--- src/rtl/bcd_countdown_timer.sv ---
// Two-digit BCD countdown timer (00..99) with a 1 s prescaler and active-low
// 7-segment decode of both digits onto HEX1 (tens) and HEX0 (ones).
module bcd_countdown_timer #(
    parameter int TICK_COUNT = 50_000_000
) (
    input  logic       CLOCK_50,
    input  logic       Resetn,
    input  logic       load,
    input  logic [7:0] preset_bcd,
    input  logic       start,
    input  logic       stop,
    output logic [3:0] tens,
    output logic [3:0] ones,
    output logic       running,
    output logic       done,
    output logic [0:6] HEX1,
    output logic [0:6] HEX0,
    output logic [1:0] state_dbg
);

    typedef enum logic [1:0] {
        IDLE  = 2'd0,
        RUN   = 2'd1,
        PAUSE = 2'd2,
        DONE  = 2'd3
    } state_t;

    localparam int PW = (TICK_COUNT > 1) ? $clog2(TICK_COUNT) : 1;
    localparam logic [PW-1:0] PS_LAST = PW'(TICK_COUNT - 1);

    state_t        state, state_n;
    logic [3:0]    tens_n, ones_n;
    logic [PW-1:0] prescaler, prescaler_n;
    logic [3:0]    dec_tens, dec_ones;
    logic [3:0]    pre_tens, pre_ones;
    logic          tick;
    logic          nonzero;

    function automatic logic [0:6] seg7(input logic [3:0] d);
        case (d)
            4'd0:    seg7 = 7'b0000001;
            4'd1:    seg7 = 7'b1001111;
            4'd2:    seg7 = 7'b0010010;
            4'd3:    seg7 = 7'b0000110;
            4'd4:    seg7 = 7'b1001100;
            4'd5:    seg7 = 7'b0100100;
            4'd6:    seg7 = 7'b0100000;
            4'd7:    seg7 = 7'b0001111;
            4'd8:    seg7 = 7'b0000000;
            4'd9:    seg7 = 7'b0000100;
            default: seg7 = 7'b1111111;
        endcase
    endfunction

    assign tick     = (state == RUN) && (prescaler == PS_LAST);
    assign nonzero  = (tens != 4'd0) || (ones != 4'd0);
    assign pre_tens = (preset_bcd[7:4] > 4'd9) ? 4'd9 : preset_bcd[7:4];
    assign pre_ones = (preset_bcd[3:0] > 4'd9) ? 4'd9 : preset_bcd[3:0];

    // BCD borrow: ones wraps to 9 and borrows from tens, never via 0xF.
    always_comb begin
        dec_ones = ones - 4'd1;
        dec_tens = tens;
        if (ones == 4'd0) begin
            dec_ones = 4'd9;
            dec_tens = tens - 4'd1;
        end
    end

    always_ff @(posedge CLOCK_50) begin
        if (!Resetn) begin
            state     <= IDLE;
            tens      <= 4'd0;
            ones      <= 4'd0;
            prescaler <= '0;
        end else begin
            state     <= state_n;
            tens      <= tens_n;
            ones      <= ones_n;
            prescaler <= prescaler_n;
        end
    end

    // The prescaler advances on every RUN edge, including the one that sees
    // stop, so a pause/resume loses no time within the current second.
    always_comb begin
        state_n     = state;
        tens_n      = tens;
        ones_n      = ones;
        prescaler_n = prescaler;
        if (state == RUN) begin
            prescaler_n = tick ? '0 : prescaler + 1'b1;
            if (tick) begin
                tens_n = dec_tens;
                ones_n = dec_ones;
            end
            if (tick && dec_tens == 4'd0 && dec_ones == 4'd0)
                state_n = DONE;
            else if (stop)
                state_n = PAUSE;
        end else if (load) begin
            tens_n      = pre_tens;
            ones_n      = pre_ones;
            prescaler_n = '0;
            state_n     = IDLE;
        end else if (start && !stop && nonzero && state != DONE) begin
            state_n = RUN;
            if (state == IDLE)
                prescaler_n = '0;
        end
    end

    assign running   = (state == RUN);
    assign done      = (state == DONE);
    assign state_dbg = state;
    assign HEX1      = seg7(tens);
    assign HEX0      = seg7(ones);

endmodule

--- config.mk ---
export PLATFORM = sky130hd
export DESIGN_NAME = bcd_countdown_timer
export DESIGN_NICKNAME = d
export VERILOG_FILES = /design/src/rtl/bcd_countdown_timer.sv
export SDC_FILE = /design/constraint.sdc
export NUM_CORES = 1
export LEC_CHECK = 0
export ABC_AREA = 1
export BUFFER_PORTS_ARGS = -buffer_cell sky130_fd_sc_hd__buf_2
export CORE_MARGIN = 5
export CORE_UTILIZATION = 45
export CTS_CLUSTER_SIZE = 10
export DETAILED_ROUTE_END_ITERATION = 8
export GPL_TIMING_DRIVEN = 1
export SKIP_LAST_GASP = 1
export SLEW_MARGIN = 5
export SYNTH_ARGS = -nofsm -noshare
export SYNTH_HDL_FRONTEND = slang
export SYNTH_SLANG_ARGS = --single-unit
--- constraint.sdc ---
create_clock -name CLOCK_50 -period 6.18 [get_ports CLOCK_50]
set_clock_uncertainty 0.05 [all_clocks]
set_input_delay 0.927 -clock CLOCK_50 [delete_from_list [all_inputs] [get_ports CLOCK_50]]
set_output_delay 0.927 -clock CLOCK_50 [all_outputs]
set_load 0.1 [all_outputs]
# ---- Word level (Yosys, flattened, before mapping)
# Memories as Yosys holds them, arrays and structs flattened. A register that Yosys moved wholly into a read port is not among the register bits.
# Cells that the tools add are included.
dict set report totals {
  register_bits 36
  latchBits 0
  ram_bits 0
  rom_bits 224
  input_bits 13
  out_inout_bits 26
  elab_cells 61
  memories 2
}
# name words width rd rd_clocked_by_memory_dff wr line
set memory_table {}
lappend memory_table {{(no name shown)} 16 7 1 1 0 40} ;# case (d)
lappend memory_table {{(no name shown)} 16 7 1 1 0 40}
dict set report op_classes {
  add_sub_neg 3
  multipliers 0
  n_div 0
  n_lt_le_gt_ge 2
  n_eq_ne 6
  shifts 0
  muxes 24
  n_bitwise 0
  n_reduce_logical 20
}
# cell count
set op_table {}
lappend op_table {{26-bit 2-to-1 mux} 5}
lappend op_table {{4-bit 2-to-1 mux} 14}
lappend op_table {{26-bit by 1-bit adder with 26-bit output (second input constant)} 1}
lappend op_table {{26-bit == test (second input constant)} 1}
lappend op_table {{4-bit zero test} 3}
lappend op_table {{2-bit 2-to-1 mux} 5}
lappend op_table {{4-bit > comparator (second input constant)} 2}
lappend op_table {{4-bit nonzero test} 2}
lappend op_table {{4-bit by 1-bit subtractor with 4-bit output (second input constant)} 2}
lappend op_table {{1-bit logical AND} 6}
lappend op_table {{2-bit AND reduction} 3}
lappend op_table {{3-bit nonzero test} 2}
lappend op_table {{3-bit by 2-bit != test with 1-bit output (second input constant)} 1}
lappend op_table {{2-bit by 1-bit == test with 1-bit output (second input constant)} 1}
lappend op_table {{2-bit == test (second input constant)} 1}
lappend op_table {{2-bit zero test} 1}
lappend op_table {{2-bit by 1-bit != test with 1-bit output (second input constant)} 1}
lappend op_table {{2-bit != test (second input constant)} 1}
lappend op_table {{2-bit nonzero test} 1}
lappend op_table {{1-bit zero test} 1}
lappend op_table {{1-bit logical OR} 1}

# ---- Depth between registers and ports, before layout
dict set report logic_depth {
  depth_word 7
  ltp_mapped 17
  ltp_nobuf 17
}

# ---- Worst setup path after synthesis
# OpenSTA, ideal clock, no wires.
dict set report synth_path {
  path_type {flip-flop to output port}
  from {register state[0], in the netlist state_dbg[0]}
  to {output port running}
  arrival_ns 2.160
  required_ns 5.203
  slack_ns 3.043
  stages_incl_launch_ff 6
  path_buffers 3
  cell_sequence {dfxtp_1 -> nand2_2 -> inv_2 -> buf_4 -> buf_2 -> buf_2}
}
dict set report synth_via {
  elab_chain_cells 1
}
# element line
set synth_lines {}
lappend synth_lines {{from (decl)} 31} ;# state_t state, state_n;
lappend synth_lines {{from (signal assigned)} 77} ;# state <= state_n;
lappend synth_lines {{2-bit by 1-bit == test with 1-bit output} 113} ;# assign running = (state == RUN);
lappend synth_lines {{to (decl)} 14} ;# output logic running,
# Every way passes these cells.

# ---- Worst setup path after layout
dict set report layout_path {
  from {register state[0], in the netlist state_dbg[0]}
  to {register, netlist name HEX0[3]}
}
dict set report layout_via {
  elab_chain_cells 6
  elab_cells_between_ends 8
  classes_between {eq/ne: 2; mux: 3; reduce/logical: 3}
}
# element line
set layout_lines {}
lappend layout_lines {{2-bit by 1-bit == test with 1-bit output *} {55, 91}}
lappend layout_lines {{1-bit logical AND} 55} ;# assign tick = (state == RUN) && (prescaler == PS_LAST);
lappend layout_lines {{2-bit by 1-bit != test with 1-bit output (no line)} n/a}
lappend layout_lines {{2-bit AND reduction (no line)} n/a}
lappend layout_lines {{4-bit 2-to-1 mux (no line) * (2 in a row)} n/a}
# Mark *: on every way between the ends. The rest lies on a longest branch, timed or not.
# A chain may end at the register's enable or synchronous reset.

==> flow_summary.ini <==
[run_status]
outcome = complete, no violations

[clock_network]
clkLatencyLatePin_ps = 310
cts.sinks = 50
cts.clk_slew.worst_paths_ps = 100
cts-buffers-inserted = 5
post_cts_buffers = 0
cts_root_buf = clkbuf_8
ctsHoldBuffers = 0
clock_path_buffers = 2
htree_levels = 2
cts_resized = 0
cts_tree = built

[floorplan]
dieArea_sq_um = 9520
fp.dieH_um = 97.6
dieWidth_um = 97.6
fp.coreArea_sq_um = 7610
initial_core_util = 0.454
fp-row-count = 32
io_pins = 39

[placement]
place.port_buffers = 38
hpwl_um = 6320
post_dp_cell_area_sq_um = 3700
dpl.cell_count = 631
gp_congestion = 0.918

[yosys]
syn_avg_cell_area_sq_um = 6.89
ys_ff_latch = 50
syn_area_sq_um = 3450
synth.distinct_cells = 37
syn_nets = 530
yosysWarnings = 0
yosysSeqAreaShare = 0.290
yosysMostFrequentCell = nand2_1
synth_common_cells = 114 x nand2_1, 54 x nor2_1, 50 x dfxtp_1, 50 x inv_1, 46 x nand3_1
ys_top_cells_by_area = dfxtp_1 29%, nand2_1 12%, nand3_1 6.7%, nor2_1 5.9%, ha_1 5.8%
synth_edf_count = 0
ys.flop_type = dfxtp_1
async_reset_ff_frac = 0
synth_top_area_cell = dfxtp_1
syn_inst = 501
yosys.area.top_type_share = 0.290

[power_and_ir_drop]
combinationalPowerShare = 0.429
switchingPower_w = 0.000496
power.leakage_nw = 1.69
seqPwrFrac = 0.347
intPower_w = 0.000557
ir_drop_mv = 0.173
power_w = 0.00105
p_clk_frac = 0.224
p_per_area_nw_per_um2 = 276
p_sw_frac = 0.471

[hold_path]
min_from = prescaler[24]$_SDFFE_PN0P_
min_to = prescaler[24]$_SDFFE_PN0P_
min_delay_path_depth = 2
holdCritPathClass = flip-flop to flip-flop

[sta]
worst_pin_slew_ps = 580
max_freq_ghz = 0.343
grt_setup_unrepaired = no
timing.final.crit_period_ps = 2910
max_slew_margin = 0.613
tns_ps = 0
setup_violations = 0
hold_viol_final = 0
period_share = 0.471
drv_slew = 0

[drt]
viasPerCell = 4.99
wl_per_cell_um = 12.8
drt_iter0_markers = 123
drc = 0
finalWirelength_um = 8210
antenna_left = 0
first_pass_iters = 4
vias = 3190

[critical_path]
r2r-start = state_dbg[0]$_SDFFE_PN0P_
critPathCaptureType = flip-flop
crit_fanout = 29
cp_slowest_cell = inv_1
worstPathCellList = nand2_2, inv_2, nor2_2, inv_1, nand2_4, nand2_1, nand3_1, ha_1, nand4_1, nand3_1, nand2_2
critPathArrivalTime_ps = 3060
critPathTopFamily = simple AND/OR/NAND/NOR gates
cp.buffers_inverters = 2
timing.rr.end = HEX0[3]$_DFF_P_
startpoint_type = flip-flop
reg2regPathDepth = 11
slowest_delay_ps = 450
path_class = flip-flop to flip-flop
cp.depth = 11
reg2reg_setup_slack_ps = 3270
worst_ep_required_time_ps = 6330

[global_route]
grt-ovfl-total = 0
grt_pass1_vias = 2992
grt_usage = 0.176
grt_max_degree = 30
grt_pass1_wl_um = 14100
antenna_found_initial = 0

[final_layout]
antenna-diode-count = 0
syn2layout_area_growth_pct = 10.4
stdcell_count = 639
final_cell_area_sq_um = 3810
layout-drive-gt1-share = 0.220
nets = 565

[run]
drv_cap = 0
==> layout make-up <==
type / instances / area, sq um
Tap cell: 102 / 128
Clock inverter: 2 / 37.5
Timing Repair Buffer: 38 / 190
Sequential cell: 50 / 1000
Multi-Input combinational cell: 377 / 2140
Inverter: 64 / 248
Fill cell: 823 / 3790
Clock buffer: 6 / 72.6
==> worst max-delay path by stage <==
stage	from	slack [ps]	to
final	state_dbg[0]$_SDFFE_PN0P_	3270	HEX0[3]$_DFF_P_
after global routing	state_dbg[0]$_SDFFE_PN0P_	2980	HEX0[3]$_DFF_P_
after CTS	state_dbg[0]$_SDFFE_PN0P_	3270	HEX0[3]$_DFF_P_
after detailed placement	state_dbg[0]$_SDFFE_PN0P_	3290	HEX0[3]$_DFF_P_
after global placement	load	3370	HEX0[3]$_DFF_P_
after floorplan	state_dbg[0]$_SDFFE_PN0P_	3040	running
==> per-layer routing <==
layer	track usage	routed length [um]	vias up
met5	0	0	-
li1	-	-	1691
met3	0.0287	211	8
met4	0.0511	126	0
met1	0.226	3830	1442
met2	0.303	4040	49
==> power by group through the flow <==
stage	clock network, W	registers [W]	logic (W)
floorplan	0	0.000579	0.000182
global placement	0	0.000373	0.000451
detailed placement	0	0.000374	0.000454
CTS	0.000246	0.000366	0.000455
global route	0.000262	0.000370	0.000484
finish	0.000236	0.000365	0.000452
==> placed cells by master (no fill, tap or decap) <==
cell,instances
nor2_4,3
nor3_2,2
and2_1,1
nor3_1,14
inv_2,11
nand2_4,8
inv_1,50
a21o_1,1
dfxtp_1,50
o21bai_1,1
nand4_1,21
o21ai_0,11
clkinv_1,1
a21oi_1,21
buf_2,38
nor3b_1,4
nand2_1,114
xor2_1,4
nand3b_1,3
clkbuf_1,1
inv_4,1
bufinv_16,1
nand3_2,5
nand3_1,46
nand2_8,2
clkbuf_8,5
nor2_2,5
nand4_4,1
nor2_1,54
xnor2_1,3
ha_1,16
a211oi_1,1
clkinvlp_4,1
nand2_2,25
or2_2,4
nand3_4,5
o31ai_1,2
clkinv_4,1
==> per-stage QoR <==
step	hold slack [ps]	utilization	setup slack, ps
6_report	444	0.501	3270
5_1_grt	465	0.501	2980
4_1_cts	446	0.501	3270
3_5_place_dp	430	0.487	3290
3_3_place_gp	423	0.487	3370
2_1_floorplan	408	-	3040
==> registers in the layout, summed over array words and instances (netlist names) <==
name and flops:
prescaler 26, HEX0 7, HEX1 7, ones 4, tens 4, state_dbg 2
==> cell families (layout without fill, tap and decap cells) <==
family / after synthesis / count (layout) / share of synthesized area
simple gates: 317 / 317 / 0.486
buf+inv: 74 / 110 / 0.0913
flops: 50 / 50 / 0.290
compound gates: 37 / 37 / 0.0573
fa+ha+maj: 16 / 16 / 0.0580
xor+xnor: 7 / 7 / 0.0178
==> worst register-to-register path: cells and delay by family, from the launching register on <==
| kind | cells | cell delay, ps |
|---|---|---|
| and+or+nand+nor | 8 | 1080 |
| buffers and inverters | 2 | 890 |
| DFF | 1 | 400 |
| adders and majority gates | 1 | 380 |
No activity file was read; power rests on OpenSTA's default activity.
